<file path="src/rtl/la_cmd_rx.sv">
// rtl/la_cmd_rx.sv - UDP command frame decoder driving the logic analyser capture configuration
// Optional: define LA_CMD_CNT_EN to add ok_cnt/err_cnt accepted/rejected frame counters.
module la_cmd_rx #(
  parameter int          INPUT_WIDTH    = 6,
  parameter logic [7:0]  MAGIC          = 8'hA5,
  parameter logic [3:0]  DEF_CLK_CFG    = 4'hD,
  parameter logic [31:0] DEF_SAMPLE_NUM = 32'h0000_3FFF,
  parameter logic [1:0]  DEF_TRIG_TYPE  = 2'b11,
  parameter logic [2:0]  DEF_TRIG_CH    = 3'd0
) (
  input  logic        clk,
  input  logic        rst_n,
  input  logic        udp_rec_data_valid,
  input  logic [7:0]  udp_rec_rdata,
  input  logic [15:0] udp_rec_data_length,
  input  logic        capture_busy,
  output logic [3:0]  sample_clk_cfg,
  output logic [31:0] sample_num,
  output logic [1:0]  triger_type,
  output logic [2:0]  trigger_channel,
  output logic        sample_run,
  output logic        cmd_ok,
  output logic        cmd_err,
  output logic [2:0]  err_code
`ifdef LA_CMD_CNT_EN
  ,
  output logic [15:0] ok_cnt,
  output logic [15:0] err_cnt
`endif
);

  typedef enum logic [2:0] {
    S_IDLE, S_OPC, S_PAYLOAD, S_CHK, S_DONE, S_DRAIN
  } state_t;

  localparam logic [7:0] OP_CFG = 8'h01;
  localparam logic [7:0] OP_RUN = 8'h02;

  state_t      state_q, state_d;
  logic        is_cfg_q, is_cfg_d;
  logic [7:0]  cnt_q, cnt_d;
  logic [7:0]  xr_q, xr_d;
  logic [15:0] len_q, len_d;
  logic [2:0]  err_lat_q, err_lat_d;
  logic [3:0]  sh_clk_q, sh_clk_d;
  logic [31:0] sh_num_q, sh_num_d;
  logic [1:0]  sh_type_q, sh_type_d;
  logic [2:0]  sh_ch_q, sh_ch_d;
  logic [3:0]  clk_cfg_q, clk_cfg_d;
  logic [31:0] num_q, num_d;
  logic [1:0]  ttype_q, ttype_d;
  logic [2:0]  tch_q, tch_d;
  logic        run_q, run_d;
  logic        ok_q, ok_d;
  logic        err_q, err_d;
  logic [2:0]  code_q, code_d;
  logic [2:0]  eval_code;
`ifdef LA_CMD_CNT_EN
  logic [15:0] ok_cnt_q, ok_cnt_d;
  logic [15:0] err_cnt_q, err_cnt_d;
`endif

  // Frame parser and end-of-frame evaluation; all outputs come from flops
  always_comb begin
    state_d   = state_q;
    is_cfg_d  = is_cfg_q;
    cnt_d     = cnt_q;
    xr_d      = xr_q;
    len_d     = len_q;
    err_lat_d = err_lat_q;
    sh_clk_d  = sh_clk_q;
    sh_num_d  = sh_num_q;
    sh_type_d = sh_type_q;
    sh_ch_d   = sh_ch_q;
    clk_cfg_d = clk_cfg_q;
    num_d     = num_q;
    ttype_d   = ttype_q;
    tch_d     = tch_q;
    run_d     = 1'b0;
    ok_d      = 1'b0;
    err_d     = 1'b0;
    code_d    = code_q;
    eval_code = 3'd0;

    if (udp_rec_data_valid) begin
      cnt_d = (cnt_q == 8'hFF) ? cnt_q : cnt_q + 8'd1;
      xr_d  = xr_q ^ udp_rec_rdata;
      case (state_q)
        S_IDLE: begin
          // Byte 0 restarts all per-frame bookkeeping
          cnt_d     = 8'd1;
          xr_d      = udp_rec_rdata;
          len_d     = udp_rec_data_length;
          is_cfg_d  = 1'b0;
          err_lat_d = 3'd0;
          if (udp_rec_rdata == MAGIC) begin
            state_d = S_OPC;
          end else begin
            state_d   = S_DRAIN;
            err_lat_d = 3'd1;
          end
        end
        S_OPC: begin
          if (udp_rec_rdata == OP_CFG) begin
            state_d  = S_PAYLOAD;
            is_cfg_d = 1'b1;
          end else if (udp_rec_rdata == OP_RUN) begin
            state_d = S_CHK;
          end else begin
            state_d   = S_DRAIN;
            err_lat_d = 3'd2;
          end
        end
        S_PAYLOAD: begin
          // cnt_q is the index of the byte being received (byte 2 = clk_cfg)
          case (cnt_q)
            8'd2: sh_clk_d = udp_rec_rdata[3:0];
            8'd3: sh_num_d[31:24] = udp_rec_rdata;
            8'd4: sh_num_d[23:16] = udp_rec_rdata;
            8'd5: sh_num_d[15:8] = udp_rec_rdata;
            8'd6: sh_num_d[7:0] = udp_rec_rdata;
            8'd7: sh_type_d = udp_rec_rdata[1:0];
            8'd8: begin
              sh_ch_d = udp_rec_rdata[2:0];
              state_d = S_CHK;
            end
            default: ;
          endcase
        end
        S_CHK:   state_d = S_DONE;
        S_DONE: begin
          state_d   = S_DRAIN;
          err_lat_d = 3'd3;
        end
        default: state_d = S_DRAIN;
      endcase
    end else if (state_q != S_IDLE) begin
      // End of frame: first idle cycle after a valid run
      state_d = S_IDLE;
      if (err_lat_q != 3'd0)
        eval_code = err_lat_q;
      else if (state_q != S_DONE)
        eval_code = 3'd3;
      else if (len_q != {8'd0, cnt_q})
        eval_code = 3'd3;
      else if (xr_q != 8'd0)
        eval_code = 3'd4;
      else if (is_cfg_q && ((32'(sh_ch_q) >= 32'(INPUT_WIDTH)) || (sh_num_q == 32'd0)))
        eval_code = 3'd5;
      else if (!is_cfg_q && capture_busy)
        eval_code = 3'd6;
      else
        eval_code = 3'd0;

      if (eval_code == 3'd0) begin
        ok_d = 1'b1;
        if (is_cfg_q) begin
          clk_cfg_d = sh_clk_q;
          num_d     = sh_num_q;
          ttype_d   = sh_type_q;
          tch_d     = sh_ch_q;
        end else begin
          run_d = 1'b1;
        end
      end else begin
        err_d  = 1'b1;
        code_d = eval_code;
      end
    end
  end

`ifdef LA_CMD_CNT_EN
  // Frame statistics counters, wrapping naturally at 16 bits
  always_comb begin
    ok_cnt_d  = ok_d  ? ok_cnt_q + 16'd1  : ok_cnt_q;
    err_cnt_d = err_d ? err_cnt_q + 16'd1 : err_cnt_q;
  end
`endif

  // State register; reset drops any partial frame and restores defaults
  always_ff @(posedge clk or negedge rst_n) begin
    if (!rst_n) begin
      state_q   <= S_IDLE;
      is_cfg_q  <= 1'b0;
      cnt_q     <= 8'd0;
      xr_q      <= 8'd0;
      len_q     <= 16'd0;
      err_lat_q <= 3'd0;
      sh_clk_q  <= DEF_CLK_CFG;
      sh_num_q  <= DEF_SAMPLE_NUM;
      sh_type_q <= DEF_TRIG_TYPE;
      sh_ch_q   <= DEF_TRIG_CH;
      clk_cfg_q <= DEF_CLK_CFG;
      num_q     <= DEF_SAMPLE_NUM;
      ttype_q   <= DEF_TRIG_TYPE;
      tch_q     <= DEF_TRIG_CH;
      run_q     <= 1'b0;
      ok_q      <= 1'b0;
      err_q     <= 1'b0;
      code_q    <= 3'd0;
`ifdef LA_CMD_CNT_EN
      ok_cnt_q  <= 16'd0;
      err_cnt_q <= 16'd0;
`endif
    end else begin
      state_q   <= state_d;
      is_cfg_q  <= is_cfg_d;
      cnt_q     <= cnt_d;
      xr_q      <= xr_d;
      len_q     <= len_d;
      err_lat_q <= err_lat_d;
      sh_clk_q  <= sh_clk_d;
      sh_num_q  <= sh_num_d;
      sh_type_q <= sh_type_d;
      sh_ch_q   <= sh_ch_d;
      clk_cfg_q <= clk_cfg_d;
      num_q     <= num_d;
      ttype_q   <= ttype_d;
      tch_q     <= tch_d;
      run_q     <= run_d;
      ok_q      <= ok_d;
      err_q     <= err_d;
      code_q    <= code_d;
`ifdef LA_CMD_CNT_EN
      ok_cnt_q  <= ok_cnt_d;
      err_cnt_q <= err_cnt_d;
`endif
    end
  end

  assign sample_clk_cfg  = clk_cfg_q;
  assign sample_num      = num_q;
  assign triger_type     = ttype_q;
  assign trigger_channel = tch_q;
  assign sample_run      = run_q;
  assign cmd_ok          = ok_q;
  assign cmd_err         = err_q;
  assign err_code        = code_q;
`ifdef LA_CMD_CNT_EN
  assign ok_cnt  = ok_cnt_q;
  assign err_cnt = err_cnt_q;
`endif

endmodule

</file>
<file path="config.mk">
export PLATFORM = sky130hd
export DESIGN_NAME = la_cmd_rx
export DESIGN_NICKNAME = d
export VERILOG_FILES = /design/src/rtl/la_cmd_rx.sv
export SDC_FILE = /design/constraint.sdc
export NUM_CORES = 1
export LEC_CHECK = 0
export CELL_PAD_IN_SITES_DETAIL_PLACEMENT = 0
export CELL_PAD_IN_SITES_GLOBAL_PLACEMENT = 1
export CORE_ASPECT_RATIO = 1.5
export CORE_MARGIN = 8
export CORE_UTILIZATION = 42
export CTS_BUF_LIST = sky130_fd_sc_hd__clkbuf_4
export DETAILED_ROUTE_END_ITERATION = 7
export GPL_ROUTABILITY_DRIVEN = 0
export HOLD_SLACK_MARGIN = 0.02
export PLACE_DENSITY = 0.76
export SETUP_SLACK_MARGIN = 0.2
export SLEW_MARGIN = 20
export SYNTH_ARGS = -nofsm -noshare
export SYNTH_HDL_FRONTEND = slang
export SYNTH_SLANG_ARGS = --single-unit
</file>
<file path="constraint.sdc">
create_clock -name clk -period 2.3 [get_ports clk]
set_clock_uncertainty 0.05 [all_clocks]
set_input_delay 0.46 -clock clk [delete_from_list [all_inputs] [get_ports clk]]
set_output_delay 0.46 -clock clk [all_outputs]
set_load 0.05 [all_outputs]
</file>
# After elaboration in Yosys (flattened, before gate mapping)
# Index checks and enable logic that the tools add are counted.
# W data, S select, Z words.
totals:
  reg_bits: 127
  input_bits: 28
  word_cells: 109
classes:
  addsub: 1
  order_cmp: 1
  eq_ne: 22
  muxes: 34
  n_bitwise: 3
  n_reduce_logical: 27
ops:
  columns: ["cell", "n"]
  rows:
  - ["$mux W3", 16]
  - ["$eq A8 B3 Y1 const B", 4]
  - ["$logic_not A32 Y1", 1]
  - ["$reduce_and A3 Y1", 9]
  - ["$eq A8 B2 Y1 const B", 3]
  - ["$mux W8", 3]
  - ["$eq A8 B8 Y1 const B", 2]
  - ["$ne A16 B8 Y1", 1]
  - ["$mux W1", 12]
  - ["$pmux W3 S4", 1]
  - ["$pmux W3 S3", 1]
  - ["$reduce_bool A3 Y1", 3]
  - ["$add A8 B1 Y8 const B", 1]
  - ["$eq A8 B1 Y1 const B", 1]
  - ["$eq A8 B4 Y1 const B", 1]
  - ["$reduce_and A4 Y1", 2]
  - ["$reduce_bool A8 Y1", 1]
  - ["$xor A8 B8 Y8", 1]
  - ["$eq A3 B2 Y1 const B", 2]
  - ["$logic_not A3 Y1", 2]
  - ["$ne A2 B2 Y1 const B", 3]
  - ["$reduce_and A2 Y1", 3]
  - ["$reduce_bool A2 Y1", 2]
  - ["$eq A3 B1 Y1 const B", 1]
  - ["10 further kinds", 12]

# Longest topological paths before layout
# Gate-level depths: netlist (run 1).
logic_depth:
  ltp_word: 14
  mapped_depth: 8

# Worst setup path after synthesis (run 1)
# OpenSTA, ideal clock, no wires.
synth_path:
  kind: "reg2reg"
  startpoint: "register xr_q[5]"
  endpoint: "register clk_cfg_q[1], in the netlist sample_clk_cfg[1]"
  t_arrival_ns: 2.083
  setup_slack_ns: 0.042
  stages_incl_launch_ff: 8
  path_buffers: 2
  period_less_slack_ns: 2.258
  cell_sequence: "dfrtp_1 > nor4_1 > o2111a_1 > o31ai_1 > or4_1 > buf_2 > buf_6 > mux2_4"
synth_via:
  elab_chain_len: 9
synth_lines:
  columns: ["item", "line_no", "rtl"]
  rows:
  - ["start: declaration", "42", "logic [7:0] xr_q, xr_d;"]
  - ["start signal: assignment", "209", "xr_q <= xr_d;"]
  - ["$reduce_bool A8 Y1", "146", "else if (xr_q != 8'd0)"]
  - ["$mux W3", "146", null]
  - ["$mux W3", "144", "else if (len_q != {8'd0, cnt_q})"]
  - ["$mux W3", "142", "else if (state_q != S_DONE)"]
  - ["$mux W3", "140", "if (err_lat_q != 3'd0)"]
  - ["$mux W3", "137", "end else if (state_q != S_IDLE) begin"]
  - ["$mux W3", "85", "if (udp_rec_data_valid) begin"]
  - ["$logic_not A3 Y1", "155", "if (eval_code == 3'd0) begin"]
  - ["$reduce_and A4 Y1 (no line)", null, null]
  - ["end signal: assignment", "216", "clk_cfg_q <= clk_cfg_d;"]
  - ["end: declaration", "49", "logic [3:0] clk_cfg_q, clk_cfg_d;"]
# No other way between the ends. The select of a mux whose other input is x is not followed.
# A chain may end at the register's enable or synchronous reset.

# Worst setup path after layout (run 1)
layout_path:
  startpoint: "register xr_q[1]"
  endpoint: "register num_q[15], in the netlist sample_num[15]"
layout_via:
  elab_chain_len: 9
layout_lines:
  columns: ["item", "line_no", "rtl"]
  rows:
  - ["$reduce_bool A8 Y1", "146", null]
  - ["$mux W3", "146", null]
  - ["$mux W3", "144", null]
  - ["$mux W3", "142", null]
  - ["$mux W3", "140", null]
  - ["$mux W3", "137", null]
  - ["$mux W3", "85", null]
  - ["$logic_not A3 Y1", "155", null]
  - ["$reduce_and A4 Y1 (no line)", null, null]
  - ["end signal: assignment", "217", "num_q <= num_d;"]
  - ["end: declaration", "50", "logic [31:0] num_q, num_d;"]
# No other way between the ends. The select of a mux whose other input is x is not followed.

==> results.json, run 1 <==
{
  "p_leak_uw": 0.003896,
  "yosys_warnings": 0,
  "synth.area.top_cells": "dfrtp_1 (39%), dfstp_2 (18%), mux2_4 (11%)",
  "rows": 52,
  "fin_ws_ns": -0.1746,
  "fin_hold_ws_ns": 0.4036,
  "routed_wl_um": 14260,
  "dpl_worst_slack_ns": -0.4201,
  "grt_pass1_vias": 4341,
  "grtUsageTotal_pct": 16.85,
  "grt_overflow": 0,
  "vias_per_cell": 5.169,
  "dp_hpwl_um": 9715,
  "postLayoutCellArea_mm2": 0.007844,
  "num_vias": 4068,
  "insertion_delay_ns": 0.52,
  "sw_frac_of_total_pct": 27.08,
  "grt_max_degree": 46,
  "worstSetupEndpointType": "flop",
  "path_class": "flop to flop",
  "synthFlopType": "dfrtp_1",
  "synth_cell_types": 46,
  "portBuffers": 74,
  "syn_area_mm2": 0.005614,
  "grt_pass1_wl_um": 23310,
  "ys_ff_latch": 126,
  "cts.sinks": 126,
  "pwr-share-seq_pct": 49.6,
  "initial_core_util_pct": 42.30,
  "io_pins": 75,
  "finalMaxSlewViolations": 0,
  "seq_area_mm2": 0.003201,
  "ir_drop_uv": 437.4,
  "final_nets": 643,
  "cts_tree": "built",
  "synth_nets": 476,
  "power_frac_clock_pct": 34.6,
  "slowest_stage": "or4_4",
  "async_reset_ff_share_pct": 100.0,
  "power_frac_comb_pct": 15.8,
  "final_util_pct": 59.10,
  "drive_gt1_share_pct": 47.12,
  "fin_crit_sh_pct": 107.6,
  "path_max_fanout": 5,
  "critical_path.startpoint_type": "flop",
  "ys_seq_area_share_pct": 57.01,
  "drtAntennaViolNets": 0,
  "antenna_found_initial": 1,
  "post-synth-top-area-cell": "dfrtp_1",
  "clockBufferDepth": 2,
  "synth-edff-count": 0,
  "die_h_um": 157.6,
  "clk_transition_reported_paths_ns": 0.11,
  "timing.fmax_mhz": 404.1,
  "crit_buf_inv": 2,
  "drcViolationCount": 0,
  "critPathMaxStageDelay_ns": 0.55,
  "die-area_mm2": 0.01740,
  "intPower_uw": 3599,
  "yosys.area.top_type_share_pct": 39.22,
  "max-cap-violations": 0,
  "hold_violations": 0,
  "finalCriticalPeriod_ns": 2.475,
  "outcome": "finished, violations left",
  "coreArea_mm2": 0.01327,
  "cp.required_ns": 2.66,
  "root_buffer": "clkbuf_4",
  "worst_slew_pin_slew_ns": 0.5893,
  "cts_buffers": 17,
  "cp_top_family": "simple AND/OR/NAND/NOR gates",
  "powerDensity_mw_per_mm2": 629.2,
  "violations": "negative setup slack",
  "die_x_um": 110.4,
  "timing.slew.headroom_pct": 60.72,
  "avgRoutedWirePerCell_um": 18.11,
  "rsz0062_at_grt": "yes",
  "htreeDepth": 4,
  "area_growth_pct": 39.71,
  "setup_violations": 69,
  "avgSynthCellArea_um2": 12.64,
  "hp-class": "primary input to flop",
  "fillers": 1097,
  "drt_iter0_drc": 158,
  "firstDrtPassIters": 4,
  "multi_input_area_mm2": 0.002475,
  "switchingPower_uw": 1337,
  "detailed_place.area_mm2": 0.007042,
  "cp.arrival_ns": 2.84,
  "crit_chain": "nor4_4, o2111a_1, o31ai_2, or4_4, buf_6, buf_16, mux2_4",
  "synthCells": 444
}
## cell families (layout without fill, tap and decap cells)
group	count (synthesis)	count (layout)	synth area share, %
buffers and inverters	30	210	2.652
xor gates and xnor gates	12	12	1.872
muxes	84	84	19.50
AOI/OAI and AO/OA	45	45	5.215
adders and majority gates	4	4	0.8915
other	0	1	0
DFF	126	126	57.01
and+or+nand+nor	143	143	12.86
## cell type report
cell class              count  area share, %
diodes                      1        0.03190
clock buffers              20          1.914
clock inverters            12          2.153
inverters                   9         0.4307
multi-input cells         288          31.55
flip-flops and latches    126          40.80
well taps                 162          2.584
repair buffers            169          20.53
## flip-flops by register name (all words and copies together) (netlist names)
signal	count
cmd_err	1
cnt_q	8
sh_clk_q	4
trigger_channel	3
sample_run	1
len_q	16
cmd_ok	1
sh_type_q	2
state_q	3
err_lat_q	2
sample_clk_cfg	4
sample_num	32
is_cfg_q	1
sh_num_q	32
err_code	3
triger_type	2
sh_ch_q	3
xr_q	8
## final timing paths
kind | startpoint | end | slack, ns | depth (start not counted)
max in group asynchronous | rst_n | sh_num_q[0]$_DFFE_PN1P_ | 1.07 | 3
min in group asynchronous | rst_n | sample_clk_cfg[1]$_DFFE_PN0P_ | 0.42 | 2
worst min-delay path | udp_rec_data_length[4] | len_q[4]$_DFFE_PN0P_ | 0.40 | 3
worst min register to register | len_q[13]$_DFFE_PN0P_ | len_q[13]$_DFFE_PN0P_ | 0.44 | 2
worst max register to register | xr_q[1]$_DFFE_PN0P_ | sample_num[15]$_DFFE_PN0P_ | -0.17 | 7
worst max-delay path | xr_q[1]$_DFFE_PN0P_ | sample_num[15]$_DFFE_PN0P_ | -0.17 | 7
## power by group through the flow
stage / clock (uW) / sequential (uW) / combinational, uW
after global routing: 1850 / 2460 / 866
after CTS: 1750 / 2440 / 750
after global placement: 0 / 2470 / 686
after floorplan: 0 / 2490 / 324
after detailed placement: 0 / 2480 / 701
final: 1710 / 2450 / 782
## worst reg2reg max path, stage by stage, from the launching register on
cell and delay [ns]:
dfrtp_1 0.43, nor4_4 0.35, o2111a_1 0.28, o31ai_2 0.09, or4_4 0.55, buf_6 0.18
buf_16 0.14, mux2_4 0.30
## through the flow
stage | power [uW] | setup TNS (ns) | std cells
2_1_floorplan | 2814 | 0 | 444
3_3_place_gp | 3160 | -19.01 | 732
3_5_place_dp | 3180 | -22.85 | 732
4_1_cts | 4942 | -5.536 | 782
5_1_grt | 5169 | -11.17 | 787
6_report | 4936 | -7.048 | 787
## timing repair
action,CTS,global route
pin swaps,8,8
buffers inserted,12,4
endpoints found under the hold margin,33,0
cloned,5,0
hold buffers,1,0
endpoints found under the setup margin,127,85
resized for setup,113,15
## synthesized netlist by cell type (all sizes together) (2+ instances only)
cell type,number
ha,4
a21oi,20
buf,8
a311oi,8
nand4,4
or3,8
o31ai,3
dfrtp,88
nand2b,6
nor2b,3
o21ai,6
xor2,7
xnor2,5
nor3,14
nand2,64
clkbuf,13
nor2,18
inv,9
nand3,4
mux2,83
dfstp,38
nor4,13
or4,2
## layer usage
layer  GRT usage (%)  share of wire, %  up-vias
met5               0                 0        -
met4           7.235               2.0        0
met3           3.565               3.2       20
met2           31.06                56       79
met1           18.18                39     2056
li1                -                 -     1913
## placed cells by master (no fill, tap or decap), types with 4 or more instances in the layout
cell / synthesis / routed
dfstp_2: 38 / 38
nand2b_1: 6 / 6
mux2_4: 40 / 52
xnor2_1: 5 / 5
nor4_2: 2 / 6
a311oi_1: 8 / 8
buf_6: 4 / 12
bufinv_16: 0 / 4
nand2_1: 60 / 58
mux2_2: 42 / 31
nor3_1: 14 / 10
a21oi_1: 20 / 20
clkdlybuf4s15_2: 0 / 15
nor4_1: 11 / 6
buf_16: 0 / 5
ha_1: 4 / 4
xor2_1: 7 / 6
dlygate4sd2_1: 0 / 28
inv_1: 9 / 9
clkdlybuf4s50_1: 0 / 26
nand4_1: 4 / 4
clkbuf_4: 0 / 20
buf_4: 0 / 79
or3_1: 7 / 6
o21ai_0: 6 / 5
nor2_1: 18 / 18
dfrtp_1: 88 / 88
No activity file was read; power rests on OpenSTA's default activity.
==> inputs of run 2 (changes only) <==
Settings changed: CORE_UTILIZATION 42 to 48, DONT_BUFFER_PORTS set to 1, PLACE_DENSITY 0.76 to 0.75.
==> run 2 against run 1 <==
The run ends with negative hold slack, negative setup slack left. Clock power down 2%. Die area decreased by 11%. Routed wire length fell by 2.7%. Via count decreased by 6.3%. Sequential share of layout area increased by 4.5 points. Power down 3.4%. Register-to-register slack improved by 0.05 ns. Critical path type unchanged. Largest cell class unchanged.
==> results.json, run 2 (synthesis gave the netlist of run 1 again) <==
{
  "outcome": "finished, violations left",
  "violations": "negative hold slack, negative setup slack",
  "grt_overflow": 0,
  "portBuffers": 0,
  "insertion_delay_ns": 0.54,
  "clk_transition_reported_paths_ns": 0.12,
  "cts_tree": "built",
  "seq_area_mm2": 0.003201,
  "timing.fmax_mhz": 413.1,
  "final_nets": 567,
  "timing.slew.headroom_pct": 63.21,
  "grt_pass1_vias": 4161,
  "fin_ws_ns": -0.1209,
  "die-area_mm2": 0.01548,
  "grtUsageTotal_pct": 18.31,
  "antenna_found_initial": 1,
  "layout_common_cells": "dfrtp_1 (88), nand2_1 (58), buf_4 (57)",
  "reg2reg_depth": 6,
  "max-cap-violations": 0,
  "grt_max_degree": 127,
  "critical_path.startpoint_type": "flop",
  "fillers": 891,
  "reg2reg_from": "xr_q[1]$_DFFE_PN0P_",
  "worst_slew_pin_slew_ns": 0.5500,
  "tns_ns": -3.637,
  "area_growth_pct": 25.87,
  "cp.arrival_ns": 2.81,
  "finalCriticalPeriod_ns": 2.421,
  "finalMaxSlewViolations": 0,
  "routed_wl_um": 13860,
  "grt_pass1_wl_um": 22140,
  "powerDensity_mw_per_mm2": 674.9,
  "multi_input_area_mm2": 0.002484,
  "avgRoutedWirePerCell_um": 19.83,
  "die_h_um": 148.5,
  "ir_drop_uv": 484.4,
  "cts_buffers": 17,
  "rr_endpoint": "sample_num[18]$_DFFE_PN0P_",
  "fin_hold_ws_ns": -0.4559,
  "initial_core_util_pct": 48.94,
  "hold_violations": 126,
  "drtAntennaViolNets": 0,
  "die_x_um": 104.3,
  "p_leak_uw": 0.003410,
  "cp.required_ns": 2.69,
  "clockBufferDepth": 2,
  "drt_iter0_drc": 182,
  "vias_per_cell": 5.455,
  "num_vias": 3813,
  "fin_crit_sh_pct": 105.3,
  "layout_commonest_cell": "dfrtp_1",
  "path_max_fanout": 14,
  "rrSetupSlack_ns": -0.12,
  "dp_hpwl_um": 8961,
  "htreeDepth": 4,
  "io_pins": 75,
  "firstDrtPassIters": 4,
  "root_buffer": "clkbuf_4",
  "drive_gt1_share_pct": 45.07,
  "path_class": "flop to flop",
  "rsz0062_at_grt": "yes",
  "coreArea_mm2": 0.01147,
  "worstSetupEndpointType": "flop",
  "drcViolationCount": 0,
  "cts_hold_buf": 25,
  "setup_violations": 42,
  "rows": 48,
  "cts.sinks": 126,
  "hp-class": "primary input to asynchronous set/reset pin"
}
run 2: power by group:
group	internal, uW	leakage, uW	total [uW]	switching [uW]
registers	2340	0.00155	2480	137
clock network	771	0.000165	1670	898
logic	298	0.00170	625	327
total	3410	0.00341	4770	1360
run 2: metal layers:
layer / up-vias / GRT usage, % / share of wire [%]
li1: 1751 / - / -
met3: 32 / 4.851 / 4.9
met5: - / 0 / 0
met4: 0 / 9.091 / 3.0
met1: 1930 / 19.00 / 38
met2: 100 / 33.24 / 54
run 2: final cells by class:
type                            count  share of cell area, %
Inverter                            9                 0.4780
Sequential cell                   126                  45.29
Clock inverter                     15                  2.567
Tap cell                          150                  2.656
Timing Repair Buffer               93                  12.02
Multi-Input combinational cell    288                  35.15
Antenna cell                        1                0.03541
Clock buffer                       17                  1.806
run 2: critical path: stages (launching register included):
cell and delay, ns:
dfrtp_1 0.43, nor4_4 0.35, o2111a_2 0.29, o31ai_4 0.08
or4_4 0.60, buf_16 0.21, mux2_4 0.31
run 2: worst max path at each step:
| stage | cells past startpoint | endpoint | slack [ns] | start |
|---|---|---|---|---|
| global route | 6 | sample_num[18]$_DFFE_PN0P_ | -0.16 | xr_q[1]$_DFFE_PN0P_ |
| detailed placement | 6 | trigger_channel[2]$_DFFE_PN0P_ | -0.22 | xr_q[1]$_DFFE_PN0P_ |
| finish | 6 | sample_num[18]$_DFFE_PN0P_ | -0.12 | xr_q[1]$_DFFE_PN0P_ |
| CTS | 6 | trigger_channel[2]$_DFFE_PN0P_ | -0.1 | xr_q[7]$_DFFE_PN0P_ |
| floorplan | 8 | sample_clk_cfg[1]$_DFFE_PN0P_ | 0.06 | state_q[0]$_DFFE_PN0P_ |
| global placement | 6 | sh_num_q[14]$_DFFE_PN0P_ | -0.17 | cnt_q[4]$_DFFE_PN0P_ |
run 2: stage by stage:
stage / instance area [um^2] / worst slack, ns / total power (uW) / util, % / instances
finish: 7067 / -0.1209 / 4770 / 61.61 / 699
global route: 7067 / -0.1637 / 4982 / 61.61 / 699
CTS: 6950 / -0.09857 / 4784 / 60.59 / 696
detailed placement: 6173 / -0.2162 / 3004 / 53.82 / 631
global placement: 6173 / -0.1677 / 2986 / 53.82 / 631
floorplan: 5653 / 0.05951 / 2814 / - / 444
run 2: repair_timing:
| action | 4_1_cts | 5_1_grt |
|---|---|---|
| resized for setup | 29 | 16 |
| setup endpoints to repair | 84 | 89 |
| buffers inserted | 7 | 1 |
| gates cloned | 1 | 1 |
| endpoints found under the hold margin | 195 | 126 |
| pin swaps | 7 | 5 |
==> inputs of run 3 (changes only) <==
Settings changed: CORE_UTILIZATION 48 to 42, DONT_BUFFER_PORTS 1 to unset, PLACE_DENSITY 0.75 to 0.76.
==> results of run 3 <==
Same layout as run 1: the final DEF is identical, and so are final timing and power.
